==> config.mk <==
export PLATFORM = sky130hd
export DESIGN_NAME = dice_roll_ctrl
export DESIGN_NICKNAME = d
export VERILOG_FILES = /design/src/rtl/dice_roll_ctrl.sv
export SDC_FILE = /design/constraint.sdc
export NUM_CORES = 1
export LEC_CHECK = 0
export ABC_CLOCK_PERIOD_IN_PS = 1600
export CAP_MARGIN = 15
export CORE_MARGIN = 2
export CORE_UTILIZATION = 47
export CTS_CLUSTER_SIZE = 8
export DETAILED_ROUTE_END_ITERATION = 12
export HOLD_SLACK_MARGIN = 0.15
export PLACE_DENSITY = 0.83
export SYNTH_ARGS = -nofsm -noshare
export SYNTH_HDL_FRONTEND = slang
export SYNTH_SLANG_ARGS = --single-unit
==> constraint.sdc <==
create_clock -name clk -period 1.6 [get_ports clk]
set_input_delay 0.32 -clock clk [delete_from_list [all_inputs] [get_ports clk]]
set_output_delay 0.32 -clock clk [all_outputs]
set_load 0.005 [all_outputs]
==> src/rtl/dice_roll_ctrl.sv <==
// Roll sequencer for five dice: shuffles unheld dice from a free-running LFSR for a
// fixed number of frames, then freezes them; owns the per-turn hold mask and roll count.
module dice_roll_ctrl #(
    parameter int          ANIM_FRAMES = 8,
    parameter int          FRAME_DIV   = 4,
    parameter logic [15:0] LFSR_SEED   = 16'hACE1
) (
    input  logic        clk,
    input  logic        reset,
    input  logic        turn_start,
    input  logic        roll_trigger,
    input  logic [4:0]  hold_toggle,
    output logic [14:0] dice_flat,
    output logic [4:0]  hold_mask,
    output logic [1:0]  roll_cnt,
    output logic        busy,
    output logic        roll_done,
    output logic        dice_valid
);
    localparam int DIV_W = (FRAME_DIV > 1) ? $clog2(FRAME_DIV) : 1;
    localparam int FRM_W = (ANIM_FRAMES > 1) ? $clog2(ANIM_FRAMES) : 1;
    localparam logic [DIV_W-1:0] DIV_LAST  = DIV_W'(FRAME_DIV - 1);
    localparam logic [FRM_W-1:0] FRM_LAST  = FRM_W'(ANIM_FRAMES - 1);
    localparam logic [15:0]      LFSR_TAPS = 16'hB400;

    typedef enum logic [1:0] {IDLE, ANIM, DONE} state_t;

    state_t           state_reg, state_next;
    logic [15:0]      lfsr_reg, lfsr_next;
    logic [DIV_W-1:0] div_reg, div_next;
    logic [FRM_W-1:0] frm_reg, frm_next;
    logic [14:0]      dice_reg, dice_next;
    logic [4:0]       hold_reg, hold_next;
    logic [1:0]       cnt_reg, cnt_next;
    logic             valid_reg, valid_next;
    logic             busy_reg, busy_next;
    logic             done_reg, done_next;
    logic [14:0]      rand_flat;
    logic [14:0]      held_bits;
    logic             frame_tick;

    assign lfsr_next  = (lfsr_reg >> 1) ^ (lfsr_reg[0] ? LFSR_TAPS : 16'h0000);
    assign frame_tick = (div_reg == DIV_LAST);

    // Each die reads its own 3-bit LFSR slice; values 6 and 7 wrap onto faces 1 and 2.
    genvar gi;
    generate
        for (gi = 0; gi < 5; gi++) begin : g_die
            logic [2:0] v;
            assign v = lfsr_reg[3*gi +: 3];
            assign rand_flat[3*gi +: 3] = (v >= 3'd6) ? (v - 3'd5) : (v + 3'd1);
            assign held_bits[3*gi +: 3] = {3{hold_reg[gi]}};
        end
    endgenerate

    always_comb begin
        state_next = state_reg;
        div_next   = div_reg;
        frm_next   = frm_reg;
        dice_next  = dice_reg;
        hold_next  = hold_reg;
        cnt_next   = cnt_reg;
        valid_next = valid_reg;

        case (state_reg)
            IDLE: begin
                if (roll_trigger && (cnt_reg != 2'd3)) begin
                    state_next = ANIM;
                    div_next   = '0;
                    frm_next   = '0;
                end else if (valid_reg) begin
                    hold_next = hold_reg ^ hold_toggle;
                end
            end
            ANIM: begin
                if (frame_tick) begin
                    div_next  = '0;
                    dice_next = (dice_reg & held_bits) | (rand_flat & ~held_bits);
                    if (frm_reg == FRM_LAST) begin
                        state_next = DONE;
                    end else begin
                        frm_next = frm_reg + FRM_W'(1);
                    end
                end else begin
                    div_next = div_reg + DIV_W'(1);
                end
            end
            DONE: begin
                state_next = IDLE;
                cnt_next   = (cnt_reg == 2'd3) ? cnt_reg : cnt_reg + 2'd1;
                valid_next = 1'b1;
            end
            default: state_next = IDLE;
        endcase

        // A turn boundary wins over everything, including an in-flight roll.
        if (turn_start) begin
            state_next = IDLE;
            dice_next  = '0;
            hold_next  = '0;
            cnt_next   = '0;
            valid_next = 1'b0;
        end
    end

    assign busy_next = (state_next == ANIM);
    assign done_next = (state_next == DONE);

    always_ff @(posedge clk or posedge reset) begin
        if (reset) begin
            state_reg <= IDLE;
            lfsr_reg  <= LFSR_SEED;
            div_reg   <= '0;
            frm_reg   <= '0;
            dice_reg  <= '0;
            hold_reg  <= '0;
            cnt_reg   <= '0;
            valid_reg <= 1'b0;
            busy_reg  <= 1'b0;
            done_reg  <= 1'b0;
        end else begin
            state_reg <= state_next;
            lfsr_reg  <= lfsr_next;
            div_reg   <= div_next;
            frm_reg   <= frm_next;
            dice_reg  <= dice_next;
            hold_reg  <= hold_next;
            cnt_reg   <= cnt_next;
            valid_reg <= valid_next;
            busy_reg  <= busy_next;
            done_reg  <= done_next;
        end
    end

    assign dice_flat  = dice_reg;
    assign hold_mask  = hold_reg;
    assign roll_cnt   = cnt_reg;
    assign busy       = busy_reg;
    assign roll_done  = done_reg;
    assign dice_valid = valid_reg;
endmodule

==> impl_metrics.yaml <==
status:
  outcome: "finished, final reports clean"
power:
  worst_ir_drop_vdd_v: 0.0004838
  internal_power_uw: 1791
  p_sw_uw: 509.4
  pwr-share-comb: 0.076
  clkPwrFrac: 0.376
  swShare: 0.2215
  seqPwrFrac: 0.548
  p_per_area_nw_per_um2: 866.4
  leakagePower_uw: 0.001214
job:
  max_cap_viol_count: 0
logic_synthesis:
  yosysTopAreaCellShare: 0.4848
  yosys.area.top_type: "dfrtp_1"
  ys_ff_latch: 48
  synth_nets: 184
  synthFlopType: "dfrtp_1"
  avgSynthCellArea_um2: 12.44
  synthCells: 166
  synthTopCellsByArea: "dfrtp_1 (48%), dfstp_2 (10%), ha_1 (4.8%)"
  ys_warn_count: 0
  synth_most_common_cell: "dfrtp_1"
  synth_edf_count: 0
  ys_top_cells_by_count: "dfrtp_1 (40), nor2_1 (22), a21oi_1 (10), a211oi_1 (9)"
  synthDistinctLibCells: 28
  async_flop_share: 1.000
  yosysSeqAreaShare: 0.5867
  syn_area_um2: 2064
placement:
  routabilityCongestion: 0.7382
  hpwl_um: 2796
  port_buffers: 33
  place_ws_ns: -0.1621
  dp.cells: 252
sta:
  timing.hold.ws_ns: 0.3589
  setup_tns_ns: 0
  max_freq_mhz: 643.1
  setup_viol: 0
  relSlewSlack: 0.7183
  postLayoutSetupSlackWorst_ns: 0.04495
  fin_skew_ns: 0.005273
  finalCritPeriodShare: 0.9719
  slew_violations: 0
  hold_viol: 0
  worst_slew_pin_slew_ns: 0.4212
  period_needed_ns: 1.555
cts:
  htreeDepth: 2
  cts_buffers: 5
  clockBufferDepth: 2
  clock_latency_ns: 0.30
  cts_sinks: 48
  cts_tree: "built"
  clkTransAtPathRegs_ns: 0.09
  cts-root-buf: "clkbuf_8"
global_route:
  grt_usage: 0.1786
  grt_overflow: 0
  grt_pass1_wl_um: 6810
  grt_pass1_vias: 1443
  grt_max_degree: 49
  antenna_found_initial: 0
floorplan:
  start_util: 0.4808
  coreArea_um2: 4294
  die_y_um: 70.28
  num_io_pins: 34
  die-area_um2: 4939
  die_w_um: 70.28
  rows: 24
final_layout:
  stdcell_count: 264
  largest_reg_flops: 16
  syn_to_final_growth_pct: 28.61
  nets: 229
  fillCellCount: 363
  seqCellArea_um2: 1214
  drive_gt1_frac: 0.1698
  diodes: 0
  multi_input_area_um2: 800.8
  utilization: 0.6183
routing:
  antenna_left: 0
  wire_per_inst_um: 15.43
  viasPerCell: 5.379
  drt-pass1-iter-count: 4
  drt-total-wl_um: 4074
  drt_iter0_drc: 69
  drc: 0
  vias: 1420
critical_path:
  crit_buf_inv: 1
  startpoint_type: "flop"
  cp-end-kind: "primary output"
  cp_max_fo: 4
  path_cells: "clkdlybuf4s50_1"
  required_ns: 1.28
  cp.arrival_ns: 1.24
  crit_type: "reg -> out"
  critPathTopFamily: "buffers and inverters"
  slowest_stage: "clkdlybuf4s50_1"
  cpPeakStageDelay_ns: 0.53
min_path:
  hold_path_class: "in -> async"
[worst min-delay path: stages]
cell and delay, ns:
clkdlybuf4s50_1 0.40, clkinv_1 0.07, buf_12 0.25
[layout by cell type, fill, tap and decap left out, types with 2 or more instances in the layout]
master	Yosys	final
a211oi_1	9	9
a21oi_1	10	10
a22o_1	4	4
a311oi_1	2	2
and4b_1	2	2
and4bb_1	4	4
and4bb_2	2	2
buf_4	0	12
clkbuf_8	0	5
clkdlybuf4s50_1	0	31
dfrtp_1	40	38
dfrtp_2	0	2
dfstp_2	8	8
dlymetal6s2s_1	0	2
ha_1	8	7
inv_1	6	5
mux2i_1	8	8
nand3b_1	5	5
nor2_1	22	22
nor2b_1	5	4
nor3b_1	3	3
o31ai_1	5	5
or4_1	5	5
xnor2_1	2	2
xor2_1	3	3
[cell type report]
type | instances | area share
inverter | 6 | 0.008483
timing repair buffer | 46 | 0.1678
clock buffer | 6 | 0.02733
clock inverter | 2 | 0.01320
sequential | 48 | 0.4571
multi-input combinational | 104 | 0.3016
tap | 52 | 0.02451
[layer usage]
layer	global-route usage	share of wire	vias to the layer above
met5	0	0	-
met4	0.07051	0.016	0
met3	0.04762	0.040	5
met2	0.2862	0.49	27
met1	0.2313	0.46	703
li1	-	-	685
[power by group through the flow]
stage / Clock [uW] / Combinational (uW) / Sequential [uW]
2_1_floorplan: 0 / 95.5 / 1270
3_3_place_gp: 0 / 167 / 1280
3_5_place_dp: 0 / 172 / 1280
4_1_cts: 892 / 173 / 1260
5_1_grt: 933 / 196 / 1260
6_report: 864 / 176 / 1260
[worst paths after layout]
path / from / to / slack, ns / cells past startpoint
min: reset / dice_flat[0] / 0.36 / 3
min reg2reg: lfsr_reg[7] / lfsr_reg[6] / 0.38 / 0
max reg2reg: frm_reg[0] / frm_reg[0] / 0.06 / 5
max in group asynchronous: reset / lfsr_reg[11] / 0.96 / 3
max: hold_mask[0] / hold_mask[0] / 0.04 / 1
min in group clk: lfsr_reg[7] / lfsr_reg[6] / 0.38 / 0
[through the flow]
| stage | total power, uW | area [um^2] |
|---|---|---|
| after detailed placement | 1456 | 2505 |
| after CTS | 2325 | 2614 |
| after global placement | 1448 | 2505 |
| after floorplan | 1370 | 2064 |
| after global routing | 2393 | 2655 |
| final | 2300 | 2655 |
[kinds of logic after synthesis]
group                    share of synthesized area
AO/OA/AOI/OAI                               0.1042
XOR/XNOR                                   0.02122
adder cells (fa/ha/maj)                    0.05818
buffers and inverters                      0.02787
flip-flops                                  0.5867
multiplexers                               0.04424
AND/OR/NAND/NOR                             0.1576
[timing repair]
action	CTS	global route
setup endpoints to repair	1	10
setup buffers	0	4
resized for setup	1	5
hold buffers	0	0
(Power assumes the default switching activity.)
